**src/rtl/pc_fetch_unit_pkg.sv**
```systemverilog
// Purpose : shared types and constants for the instruction fetch stage.
// Latency : n/a (types, constants and a helper only).
// Backpr. : n/a.
package pc_fetch_unit_pkg;

    // Fetch sequencer states. BOOT is a single dead cycle after reset,
    // HALT is terminal until the next reset.
    typedef enum logic [1:0] {
        ST_BOOT  = 2'd0,
        ST_FETCH = 2'd1,
        ST_HALT  = 2'd2
    } fetch_state_e;

    // Canonical RISC-V NOP (addi x0, x0, 0), for downstream bubble filling.
    localparam logic [31:0] NOP_INSTR = 32'h0000_0013;

    // Sequential PC increment; wraps modulo 2^32 with no flag.
    function automatic logic [31:0] pc_incr(input logic [31:0] pc);
        return pc + 32'd4;
    endfunction

endpackage

```
**src/rtl/pc_fetch_unit_if.sv**
```systemverilog
// Purpose : instruction-memory fetch bus between the fetch unit and imem.
// Latency : imem_rdata/imem_ready answer imem_addr in the same cycle.
// Backpr. : imem_ready=0 means no word this cycle; the requester retries.
// Ports   : imem_addr/imem_req (fetch -> mem), imem_rdata/imem_ready (mem -> fetch).
interface pc_fetch_unit_if;
    logic [31:0] imem_addr;
    logic        imem_req;
    logic [31:0] imem_rdata;
    logic        imem_ready;

    modport master (
        output imem_addr,
        output imem_req,
        input  imem_rdata,
        input  imem_ready
    );

    modport slave (
        input  imem_addr,
        input  imem_req,
        output imem_rdata,
        output imem_ready
    );
endinterface

```
**src/rtl/pc_fetch_unit_if_id_register.sv**
```systemverilog
// Purpose : IF/ID pipeline register with load / valid-clear / hold controls.
// Latency : one edge from load to outputs.
// Backpr. : neither load nor clear asserted -> everything holds.
// Ports   : clk, rst_n; load (capture all fields, valid=1), clear (valid=0 only);
//           pc_in/pc_plus4_in/instr_in -> if_id_pc/if_id_pc_plus4/if_id_instr/if_id_valid.
module if_id_register (
    input  logic        clk,
    input  logic        rst_n,
    input  logic        load,
    input  logic        clear,
    input  logic [31:0] pc_in,
    input  logic [31:0] pc_plus4_in,
    input  logic [31:0] instr_in,
    output logic [31:0] if_id_pc,
    output logic [31:0] if_id_pc_plus4,
    output logic [31:0] if_id_instr,
    output logic        if_id_valid
);
    logic [31:0] pc_q, pc_d;
    logic [31:0] pc_plus4_q, pc_plus4_d;
    logic [31:0] instr_q, instr_d;
    logic        valid_q, valid_d;

    // Clear only drops valid: bubbles and redirects keep the payload fields.
    always_comb begin
        pc_d       = pc_q;
        pc_plus4_d = pc_plus4_q;
        instr_d    = instr_q;
        valid_d    = valid_q;
        if (load) begin
            pc_d       = pc_in;
            pc_plus4_d = pc_plus4_in;
            instr_d    = instr_in;
            valid_d    = 1'b1;
        end else if (clear) begin
            valid_d    = 1'b0;
        end
    end

    always_ff @(posedge clk or negedge rst_n) begin
        if (!rst_n) begin
            pc_q       <= '0;
            pc_plus4_q <= '0;
            instr_q    <= '0;
            valid_q    <= 1'b0;
        end else begin
            pc_q       <= pc_d;
            pc_plus4_q <= pc_plus4_d;
            instr_q    <= instr_d;
            valid_q    <= valid_d;
        end
    end

    assign if_id_pc       = pc_q;
    assign if_id_pc_plus4 = pc_plus4_q;
    assign if_id_instr    = instr_q;
    assign if_id_valid    = valid_q;
endmodule

```
**src/rtl/pc_fetch_unit.sv**
```systemverilog
// Purpose : PC register, fetch sequencer and redirect handling feeding IF/ID.
// Latency : fetched word appears on if_id_* one edge after the imem_ready cycle.
// Backpr. : stall holds PC and IF/ID (no request); imem_ready=0 inserts a bubble.
// Ports   : clk, rst_n; stall, branch_taken, jump, jalr, branch_target, jalr_target;
//           imem (fetch bus, master side); if_id_* outputs, flush, misaligned.
module pc_fetch_unit
    import pc_fetch_unit_pkg::*;
#(
    parameter logic [31:0] RESET_VECTOR = 32'h0000_0000
) (
    input  logic                   clk,
    input  logic                   rst_n,
    input  logic                   stall,
    input  logic                   branch_taken,
    input  logic                   jump,
    input  logic                   jalr,
    input  logic [31:0]            branch_target,
    input  logic [31:0]            jalr_target,
    pc_fetch_unit_if.master        imem,
    output logic [31:0]            if_id_pc,
    output logic [31:0]            if_id_pc_plus4,
    output logic [31:0]            if_id_instr,
    output logic                   if_id_valid,
    output logic                   flush,
    output logic                   misaligned
);
    fetch_state_e state_q, state_d;
    logic [31:0]  pc_q, pc_d;
    logic         misaligned_q, misaligned_d;
    logic         redirect;
    logic [31:0]  target;
    logic         ifid_load;
    logic         ifid_clear;

    assign redirect = branch_taken | jump | jalr;
    // jump and branch share the PC-relative target; jalr wins and drops bit 0.
    assign target   = jalr ? {jalr_target[31:1], 1'b0} : branch_target;

    always_comb begin
        state_d       = state_q;
        pc_d          = pc_q;
        misaligned_d  = misaligned_q;
        ifid_load     = 1'b0;
        ifid_clear    = 1'b0;
        flush         = 1'b0;
        imem.imem_req = 1'b0;
        unique case (state_q)
            ST_BOOT: begin
                state_d = ST_FETCH;
            end
            ST_FETCH: begin
                imem.imem_req = ~stall;
                // A redirect beats both stall and a returning fetch word.
                if (redirect) begin
                    ifid_clear = 1'b1;
                    if (target[1]) begin
                        // Not word aligned: freeze here rather than fetch garbage.
                        misaligned_d = 1'b1;
                        state_d      = ST_HALT;
                    end else begin
                        pc_d  = target;
                        flush = 1'b1;
                    end
                end else if (!stall) begin
                    if (imem.imem_ready) begin
                        ifid_load = 1'b1;
                        pc_d      = pc_incr(pc_q);
                    end else begin
                        ifid_clear = 1'b1;
                    end
                end
            end
            ST_HALT: begin
                state_d = ST_HALT;
            end
            default: begin
                state_d = ST_BOOT;
            end
        endcase
    end

    always_ff @(posedge clk or negedge rst_n) begin
        if (!rst_n) begin
            state_q      <= ST_BOOT;
            pc_q         <= RESET_VECTOR;
            misaligned_q <= 1'b0;
        end else begin
            state_q      <= state_d;
            pc_q         <= pc_d;
            misaligned_q <= misaligned_d;
        end
    end

    assign imem.imem_addr = pc_q;
    assign misaligned     = misaligned_q;

    if_id_register u_if_id (
        .clk            (clk),
        .rst_n          (rst_n),
        .load           (ifid_load),
        .clear          (ifid_clear),
        .pc_in          (pc_q),
        .pc_plus4_in    (pc_incr(pc_q)),
        .instr_in       (imem.imem_rdata),
        .if_id_pc       (if_id_pc),
        .if_id_pc_plus4 (if_id_pc_plus4),
        .if_id_instr    (if_id_instr),
        .if_id_valid    (if_id_valid)
    );
endmodule

```
**src/flat_wrapper.sv**
```systemverilog
// flat-port wrapper written by rule: the top's interface ports become plain ports
module pc_fetch_unit_flat import pc_fetch_unit_pkg::*;
#(
    parameter logic [31:0] RESET_VECTOR = 32'h0000_0000
)
  (clk, rst_n, stall, branch_taken, jump, jalr, branch_target, jalr_target, if_id_pc, if_id_pc_plus4, if_id_instr, if_id_valid, flush, misaligned, imem_imem_addr, imem_imem_req, imem_imem_rdata, imem_imem_ready);
  pc_fetch_unit_if imem_i ();
  input  logic clk;
  input  logic rst_n;
  input  logic stall;
  input  logic branch_taken;
  input  logic jump;
  input  logic jalr;
  input  logic [31:0] branch_target;
  input  logic [31:0] jalr_target;
  output logic [31:0] if_id_pc;
  output logic [31:0] if_id_pc_plus4;
  output logic [31:0] if_id_instr;
  output logic if_id_valid;
  output logic flush;
  output logic misaligned;
  output wire logic [$bits(imem_i.imem_addr)-1:0] imem_imem_addr;
  output wire logic [$bits(imem_i.imem_req)-1:0] imem_imem_req;
  input wire logic [$bits(imem_i.imem_rdata)-1:0] imem_imem_rdata;
  input wire logic [$bits(imem_i.imem_ready)-1:0] imem_imem_ready;
  assign imem_imem_addr = imem_i.imem_addr;
  assign imem_imem_req = imem_i.imem_req;
  assign imem_i.imem_rdata = imem_imem_rdata;
  assign imem_i.imem_ready = imem_imem_ready;
  pc_fetch_unit #(.RESET_VECTOR(RESET_VECTOR)) u_core (.clk(clk), .rst_n(rst_n), .stall(stall), .branch_taken(branch_taken), .jump(jump), .jalr(jalr), .branch_target(branch_target), .jalr_target(jalr_target), .imem(imem_i), .if_id_pc(if_id_pc), .if_id_pc_plus4(if_id_pc_plus4), .if_id_instr(if_id_instr), .if_id_valid(if_id_valid), .flush(flush), .misaligned(misaligned));
endmodule
```
**config.mk**
```make
export PLATFORM = sky130hd
export DESIGN_NAME = pc_fetch_unit_flat
export DESIGN_NICKNAME = d
export VERILOG_FILES = /design/src/rtl/pc_fetch_unit_pkg.sv /design/src/rtl/pc_fetch_unit_if.sv /design/src/rtl/pc_fetch_unit_if_id_register.sv /design/src/rtl/pc_fetch_unit.sv /design/src/flat_wrapper.sv
export SDC_FILE = /design/constraint.sdc
export NUM_CORES = 1
export LEC_CHECK = 0
export BUFFER_PORTS_ARGS = -buffer_cell sky130_fd_sc_hd__buf_2
export CAP_MARGIN = 20
export CORE_AREA = 10 10 148 116
export DETAILED_ROUTE_END_ITERATION = 12
export DIE_AREA = 0 0 158 126
export PLACE_DENSITY_LB_ADDON = 0.08
export REMOVE_ABC_BUFFERS = 1
export SLEW_MARGIN = 20
export SYNTH_ARGS = -nofsm -noshare
export SYNTH_HDL_FRONTEND = slang
export SYNTH_SLANG_ARGS = --single-unit
```
**constraint.sdc**
```tcl
create_clock -name clk -period 2.2 [get_ports clk]
set_clock_uncertainty 0.15 [all_clocks]
set_input_delay 0.44 -clock clk [delete_from_list [all_inputs] [get_ports clk]]
set_output_delay 0.44 -clock clk [all_outputs]
set_load 0.02 [all_outputs]
```
# Word-level counts from Yosys, hierarchy flattened
# Index checks and enable logic that the tools add are counted.
[totals] ff_bits=132 elab_cells=45
[op_classes] n_addsub=1 muxes=22 n_reduce_logical=6 bitwise=3 eq_ne=6
[ops] operator="32-bit two-way mux" n=5
[ops] operator="32-bit by 3-bit adder with 32-bit output (second input constant)" n=1
[ops] operator="1-bit two-way mux" n=14
[ops] operator="2-bit by 1-bit inequality test with 1-bit output (second input constant)" n=3
[ops] operator="2-bit case mux with 3 select lines" n=1
[ops] operator="2-bit two-way mux" n=2
[ops] operator="4-bit AND reduction" n=1
[ops] operator="2-bit nonzero test" n=2
[ops] operator="3-bit AND reduction" n=1
[ops] operator="2-bit by 1-bit equality test with 1-bit output (second input constant)" n=1
[ops] operator="2-bit equality test (second input constant)" n=1
[ops] operator="2-bit zero test" n=1
[ops] operator="2-bit inequality test (second input constant)" n=1
[ops] operator="1-bit OR" n=2
[ops] operator="2-bit AND reduction" n=1
[ops] operator="1-bit NOT" n=1

# Logic depth before layout (Yosys ltp)
# Gate-level depths: netlist of the first run.
[depth] depth_word=6 depth_mapped=8

# Hierarchy
# A second synthesis of the first run with hierarchy kept.
[unflattened] cells_unflattened=590 hier_area_um2=6786.5
[by_module_without_submodules] module="if_id_register" cells_per_inst=206 instances=1 area_per_inst_um2=3714.8
[by_module_without_submodules] module="pc_fetch_unit" cells_per_inst=384 instances=1 area_per_inst_um2=3071.7

# Worst setup path after synthesis of the first run
# OpenSTA, ideal clock, no wires.
[synth_timing] kind="flip-flop to flip-flop" start="register u_core.pc_q[2] (netlist: u_core.imem.imem_addr[2])" end="register u_core.pc_q[30] (netlist: u_core.imem.imem_addr[30])" setup_ns=0.133 stages_incl_launch_ff=7 slack_ns=-0.142 t_arrival_ns=2.059 period_less_slack_ns=2.342 t_required_ns=1.917 path_cell_list="dfrtp_1 > ha_1 > nand3_2 > or2_0 > or4b_4 > o31ai_2 > a2bb2oi_2"
[synth_between] elab_chain_cells=4
[synth_rtl] element="start: declaration" line_no="pc_fetch_unit.sv:28" source="logic [31:0] pc_q, pc_d;"
[synth_rtl] element="start signal: assignment" line_no="pc_fetch_unit.sv:89" source="pc_q <= pc_d;"
[synth_rtl] element="32-bit by 3-bit adder with 32-bit output" line_no="pc_fetch_unit_pkg.sv:19" source="return pc + 32'd4;"
[synth_rtl] element="32-bit two-way mux" line_no="pc_fetch_unit.sv:65" source="if (imem.imem_ready) begin"
[synth_rtl] element="32-bit two-way mux" line_no="pc_fetch_unit.sv:64" source="end else if (!stall) begin"
[synth_rtl] element="32-bit two-way mux" line_no="pc_fetch_unit.sv:54" source="if (redirect) begin"
# Every way passes these cells. The select of a mux whose other input is x is not followed.
# A chain may end at the register's enable or synchronous reset.

# Final worst setup path of the first run
[layout_timing] start="register u_core.state_q[1]" end="output port imem_imem_req"
[layout_between] elab_chain_cells=2
[layout_rtl] element="start: declaration" line_no="pc_fetch_unit.sv:27" source="fetch_state_e state_q, state_d;"
[layout_rtl] element="start signal: assignment" line_no="pc_fetch_unit.sv:88" source="state_q <= state_d;"
[layout_rtl] element="2-bit by 1-bit equality test with 1-bit output" line_no="pc_fetch_unit.sv:47" source="unique case (state_q)"
[layout_rtl] element="1-bit two-way mux" line_no="pc_fetch_unit.sv:47"
[layout_rtl] element="end: declaration" line_no="flat_wrapper.sv:23" source="output wire logic [$bits(imem_i.imem_req)-1:0] imem_imem_req;"
# Every way passes these cells.

==> results of run 1 <==
## layout by cell type, fill, tap and decap left out, types with 4 or more instances in the layout
cell,instances
nand2_1,255
buf_2,227
dfrtp_1,128
o21ai_0,78
buf_4,51
nor2_1,31
a21oi_1,28
xor2_1,17
clkbuf_16,17
xnor2_1,11
nand4_1,11
a2bb2oi_1,11
buf_12,9
nand3_1,8
and3_1,6
nor3b_1,6
inv_1,5
a211oi_1,5
nor2b_1,4
nor3_1,4
o21a_1,4
nand2b_1,4
o22a_1,4
clkbuf_8,4
## synth_stat cells (4+ instances only)
| cell | number | area share (%) |
|---|---|---|
| nand2_1 | 255 | 15 |
| dfrtp_1 | 128 | 51 |
| o21ai_0 | 78 | 6.2 |
| clkbuf_1 | 35 | 2.1 |
| nor2_1 | 32 | 1.9 |
| a21oi_1 | 28 | 2.2 |
| xor2_1 | 17 | 2.4 |
| buf_2 | 12 | 0.96 |
| a2bb2oi_1 | 11 | 1.5 |
| nand4_1 | 11 | 1.1 |
| xnor2_1 | 11 | 1.5 |
| nand3_1 | 9 | 0.72 |
| and3_1 | 7 | 0.70 |
| nor3b_1 | 6 | 0.72 |
| a211oi_1 | 5 | 0.60 |
| buf_4 | 5 | 0.60 |
| inv_1 | 5 | 0.30 |
| nor3_1 | 5 | 0.40 |
| nand2b_1 | 4 | 0.40 |
| nor2b_1 | 4 | 0.40 |
| o21a_1 | 4 | 0.48 |
| o22a_1 | 4 | 0.56 |
## per-layer routing
metal  track usage, %  vias up  share of wire (%)
met5                0        -                  0
met4            6.688        0                1.6
met3            7.007       24                8.8
met2            33.42      213                 46
met1            26.61     2966                 43
li1                 -     2960                  -
## what timing repair did
action                     in CTS  in global routing
hold endpoints to repair       46                  0
gates resized for setup         1                  3
setup buffers                   0                  1
hold buffers                    1                  0
setup endpoints to repair       1                  3
cloned                          0                  0
pin swaps                       0                  0
## cell families (layout without fill, tap and decap cells)
logic type | Yosys count | count (layout) | share of synthesized area (%)
AOI/OAI and AO/OA | 159 | 159 | 15.48
xor gates and xnor gates | 28 | 28 | 3.920
adders and majority gates | 3 | 3 | 0.6001
buffers and inverters | 59 | 325 | 4.080
DFF | 128 | 128 | 51.20
muxes | 2 | 2 | 0.3400
other | 1 | 3 | 0.05994
and+or+nand+nor | 352 | 352 | 24.32
## stage by stage
step / instances / worst slack [ns] / util (%)
4_1_cts: 1179 / 0.03168 / 60.61
6_report: 1180 / 0.06054 / 60.74
5_1_grt: 1180 / 0.004572 / 60.74
3_3_place_gp: 1147 / 0.1287 / 56.17
2_1_floorplan: 680 / -3.018 / -
3_5_place_dp: 1147 / 0.08526 / 56.17
## state kept, by name, summed over array words and instances, names as in the netlist
name                           cells
u_core.u_if_id.if_id_instr        32
u_core.u_if_id.if_id_pc_plus4     30
u_core.state_q                     2
u_core.u_if_id.if_id_valid         1
u_core.u_if_id.if_id_pc           31
u_core.imem.imem_addr             31
u_core.misaligned                  1
## worst max-delay path, stage by stage, from the launching register on
cell and delay (ns):
dfrtp_1 0.36, inv_1 0.10, ha_1 0.19, buf_4 0.16, nor2b_1 0.17, buf_4 0.16
## cell type report
type                       instances  area share (%)
inverter                           5          0.2174
sequential                       128           37.10
clock inverter                     9           1.522
timing repair buffer             289           19.92
multi-input combinational        547           33.02
clock buffer                      22           5.608
tap                              180           2.608
## worst max path at each step
stage,end,slack [ns]
after floorplan,u_core.imem.imem_addr[2]$_DFFE_PN0P_,-3.02
after global placement,u_core.imem.imem_addr[22]$_DFFE_PN0P_,0.13
after detailed placement,u_core.imem.imem_addr[22]$_DFFE_PN0P_,0.09
after CTS,flush,0.03
after global routing,imem_imem_req,0.005
final,imem_imem_req,0.06
## report_power, final
part,total [mW],switching (mW),internal (mW)
registers,3.89,0.575,3.32
clock network,2.93,1.04,1.89
logic,5.10,3.19,1.91
==> metrics.txt, run 1 <==
Mapped Cells=732; WS Path Type=reg2out; Final Max Slew Viols=0; # clock sinks=128; outcome=finished clean; post-detailed-route via-to-cell ratio=5.223; Initial Util=44.01%; crit path time final=2.139 ns; worst reg2reg path depth=6; commonest register cell after synthesis=dfrtp_1; CP arrival=1.55 ns; Routed Wire Length=20.91 mm; DRC Markers=0; Die H=126 um; post-DP HPWL=15.39 mm; fin area=8635 um^2; worst-case clock buffer depth=2; max-cap violations=0; hold path depth=3; setup_tns=0 ns; core area=14,220 um^2; # H-tree levels=4; synth warn=0; period utilization=97.25%; area of the multi-input gates=2851 um^2; CP Capture Type=output pin; cts bufs inserted=17; total power=11.93 mW; Peak supply drop=0.0005596 V; Worst setup startpoint=u_core.state_q[1]$_DFFE_PN0P_; worst skew pair latency=0.42 ns; final hold violations=0; router iterations before antenna repair=5; layout cells sized above 1=33.70%; Hold Path Class=in2reg; clk slew on worst S/H paths=0.06 ns; Mean Syn Cell Area=8.546 um^2; Fmax=467.4 MHz; power per cell area=1381 nW/um^2; gr usage total=21.07%; layout filler cell count=1,273; Critical Path Source Type=flop; EDFF count, synth=0; flop-to-flop setup slack=0.14 ns; post-placement cell area=7985 um^2; launching point of the worst reg2reg path=u_core.imem.imem_addr[3]$_DFFE_PN0P_; clock root buffer=clkbuf_16; crit-path max FO=6; hold_sp=imem_imem_rdata[0]; row cnt=38; Placer Congestion=0.8254; vias in the first global route=6,354; DR iter-0 viols=359; P&R area growth vs syn=38.02%; post-route ant nets=0; #FFs+latches synth=128; initial antenna violation count=0; ys async rst share=100.0%; wire per inst=17.72 um; Post-Syn Area=6256 um^2; Worst Hold End=u_core.u_if_id.if_id_instr[0]$_DFFE_PN0P_; reg-to-reg endpoint=u_core.imem.imem_addr[30]$_DFFE_PN0P_; Critical Path RT=1.61 ns; Register Area=3203 um^2; Static Leak=4.506 nW; Cell variety after synth=55; total grt overflow=0; sequential fraction of the synthesis area=51.20%; IO Pins=235; Die ar.=19,910 um^2; worst hold slack=0.06503 ns; vias=6,163; Final #Nets=1,094; global-route wire length before repair=33.71 mm; Port Buffers=230; RSZ-0062 raised after global routing=false; CTS tree=done; Die X=158 um; largest net degree at the start of global routing=72; # setup viols final=0; n_diodes=0
Power figures use the tool's default switching activity.
==> inputs of run 2 (changes only) <==
ABC_AREA = 1   (was not set)
CORE_AREA = 10 10 149 117   (was 10 10 148 116)
DIE_AREA = 0 0 159 127   (was 0 0 158 126)
PLACE_DENSITY_LB_ADDON = 0.3   (was 0.08)
==> metrics.txt, run 2 <==
power per cell area=1312 nW/um^2; clock root buffer=clkbuf_16; crit path time final=2.103 ns; commonest register cell after synthesis=dfrtp_1; P&R area growth vs syn=32.36%; global-route wire length before repair=32.80 mm; Mapped Cells=845; most frequent cells in the layout=nand2_1 (387), buf_2 (228), dfrtp_1 (128); Peak supply drop=0.0007245 V; worst reg2reg path depth=10; Worst Hold End=u_core.u_if_id.if_id_instr[20]$_DFFE_PN0P_; core area=14,690 um^2; post-detailed-route via-to-cell ratio=4.747; flop-to-flop setup slack=0.14 ns; launching point of the worst reg2reg path=u_core.imem.imem_addr[3]$_DFFE_PN0P_; max-cap violations=0; EDFF count, synth=0; layout filler cell count=1,407; CP arrival=1.51 ns; Routed Wire Length=20.36 mm; ys async rst share=100.0%; Port Buffers=230; final hold violations=0; vias in the first global route=6,152; outcome=finished clean; sequential fraction of the synthesis area=49.87%; Largest register FFs=32; Cell variety after synth=30; # H-tree levels=4; Critical Path Source Type=flop; Post-Syn Area=6422 um^2; commonest cells in the netlist=nand2_1 (387), dfrtp_1 (128), nor2_1 (71); Synth area leaders=dfrtp_1 (50%), nand2_1 (23%), nor2_1 (4.1%); Most common cell on crit path=inv_2; Hold Path Class=in2reg; worst hold slack=0.06282 ns; #FFs+latches synth=128; hold path depth=3; post-placement cell area=7854 um^2; top-count cell post-synth=nand2_1; crit-path max FO=4; fin area=8501 um^2; Final Max Slew Viols=0; Worst path max stage delay=0.37 ns; DR iter-0 viols=415; RSZ-0062 raised after global routing=true; reg-to-reg endpoint=u_core.imem.imem_addr[26]$_DFFE_PN0P_; Die X=159 um; vias=6,167; period utilization=95.58%; Initial Util=43.73%; router iterations before antenna repair=5; # setup viols final=0; row cnt=39; Yosys top cell area share=49.87%; slowest CP cell=dfrtp_1; Fmax=475.6 MHz; worst-path cell chain=inv_2, ha_4, inv_2, a21oi_4, nand2_4, nor2_4, buf_6; DRC Markers=0; gr usage total=20.14%; # clock sinks=128; commonest non-fill, non-tap cell in the layout=nand2_1; post-DP HPWL=15.65 mm; layout cells sized above 1=29.25%; cts bufs inserted=17; Die ar.=20,190 um^2; Critical Path RT=1.61 ns; clk slew on worst S/H paths=0.06 ns; n_diodes=0; CTS tree=done; IO Pins=235; Static Leak=4.692 nW; Mean Syn Cell Area=7.600 um^2; post-route ant nets=0; Setup Fix Bufs, Post-CTS=0; wire per inst=15.67 um; Die H=127 um; hold_sp=imem_imem_rdata[20]; total grt overflow=0; worst-case clock buffer depth=2; total power=11.15 mW; initial antenna violation count=0; CP Capture Type=output pin; worst skew pair latency=0.42 ns; largest net degree at the start of global routing=87; Placer Congestion=0.8637; largest area contributor in the netlist=dfrtp_1; synth warn=0; WS Path Type=reg2out; Final #Nets=1,187
run 2: changes by cell type after synthesis, moves of 10 or more:
cell | previous run | this run
a21oi_1 | 28 | 9
a2bb2oi_1 | 11 | 0
clkbuf_1 | 35 | 9
inv_1 | 5 | 41
mux2i_1 | 1 | 11
nand2_1 | 255 | 387
nand3_1 | 9 | 44
nor2_1 | 32 | 71
o21ai_0 | 78 | 47
xnor2_1 | 11 | 1
xor2_1 | 17 | 7
run 2: logic make-up after synthesis:
| family | count (synthesis) | synth area share (%) |
|---|---|---|
| AND/OR/NAND/NOR | 518 | 32.05 |
| flip-flops | 128 | 49.87 |
| AO/OA/AOI/OAI | 88 | 7.910 |
| buffers and inverters | 88 | 6.721 |
| multiplexers | 11 | 1.714 |
| XOR/XNOR | 8 | 1.091 |
| adder cells (fa/ha/maj) | 3 | 0.5845 |
| other | 1 | 0.05839 |
run 2: cell type report:
class | instances | area (um^2) | area share [%]
multi-input combinational | 631 | 2825 | 33.24
sequential | 128 | 3203 | 37.68
clock buffer | 22 | 474.2 | 5.578
timing repair buffer | 258 | 1439 | 16.93
inverter | 45 | 168.9 | 1.987
tap | 205 | 256.5 | 3.017
clock inverter | 10 | 133.9 | 1.575
run 2: critical path, delay by kind of cell, from the launching register on:
family                     cells  cell delay (ns)
AOI/OAI and AO/OA              1             0.14
and+or+nand+nor                2             0.19
adders and majority gates      1             0.13
buffers and inverters          3             0.26
DFF                            1             0.37
run 2: how the worst max path moves through the flow:
stage | start | to | slack (ns) | cells past startpoint
global placement | jump | u_core.imem.imem_addr[18]$_DFFE_PN0P_ | 0.07 | 11
floorplan | jalr | u_core.u_if_id.if_id_pc_plus4[13]$_DFFE_PN0P_ | -1.84 | 6
detailed placement | jump | u_core.u_if_id.if_id_instr[22]$_DFFE_PN0P_ | 0.02 | 10
CTS | u_core.state_q[1]$_DFFE_PN0P_ | imem_imem_req | 0.009 | 5
finish | u_core.state_q[1]$_DFFE_PN0P_ | flush | 0.1 | 7
global route | u_core.imem.imem_addr[3]$_DFFE_PN0P_ | u_core.u_if_id.if_id_pc_plus4[26]$_DFFE_PN0P_ | -0.05 | 10
run 2: what timing repair did:
item,4_1_cts,5_1_grt
hold buffers,1,0
endpoints found under the hold margin,32,0
gates resized for setup,6,4
endpoints found under the setup margin,2,9
run 2: power breakdown:
part / internal [mW] / switching (mW) / leakage [nW]
Combinational: 1.44 / 2.83 / 2.71
Clock: 1.86 / 1.04 / 0.296
Sequential: 3.24 / 0.729 / 1.69
run 2: metal layers:
layer | part of all wire (%) | track usage, % | vias up | routed length [um]
met2 | 45 | 31.12 | 207 | 9182
met4 | 1.3 | 5.710 | 0 | 258
met3 | 8.1 | 6.900 | 17 | 1653
met5 | 0 | 0 | - | 0
met1 | 46 | 26.46 | 2820 | 9265
li1 | - | - | 3123 | -
run 2: metrics by stage:
| step | std cells | TNS, ns | utilization (%) | setup slack, ns |
|---|---|---|---|---|
| after floorplan | 804 | -138.89 | - | -1.843 |
| after global placement | 1266 | 0 | 53.47 | 0.06813 |
| after detailed placement | 1266 | 0 | 53.47 | 0.02475 |
| after CTS | 1299 | 0 | 57.79 | 0.009150 |
| after global routing | 1299 | -0.1389 | 57.88 | -0.04879 |
| final | 1299 | 0 | 57.88 | 0.09728 |
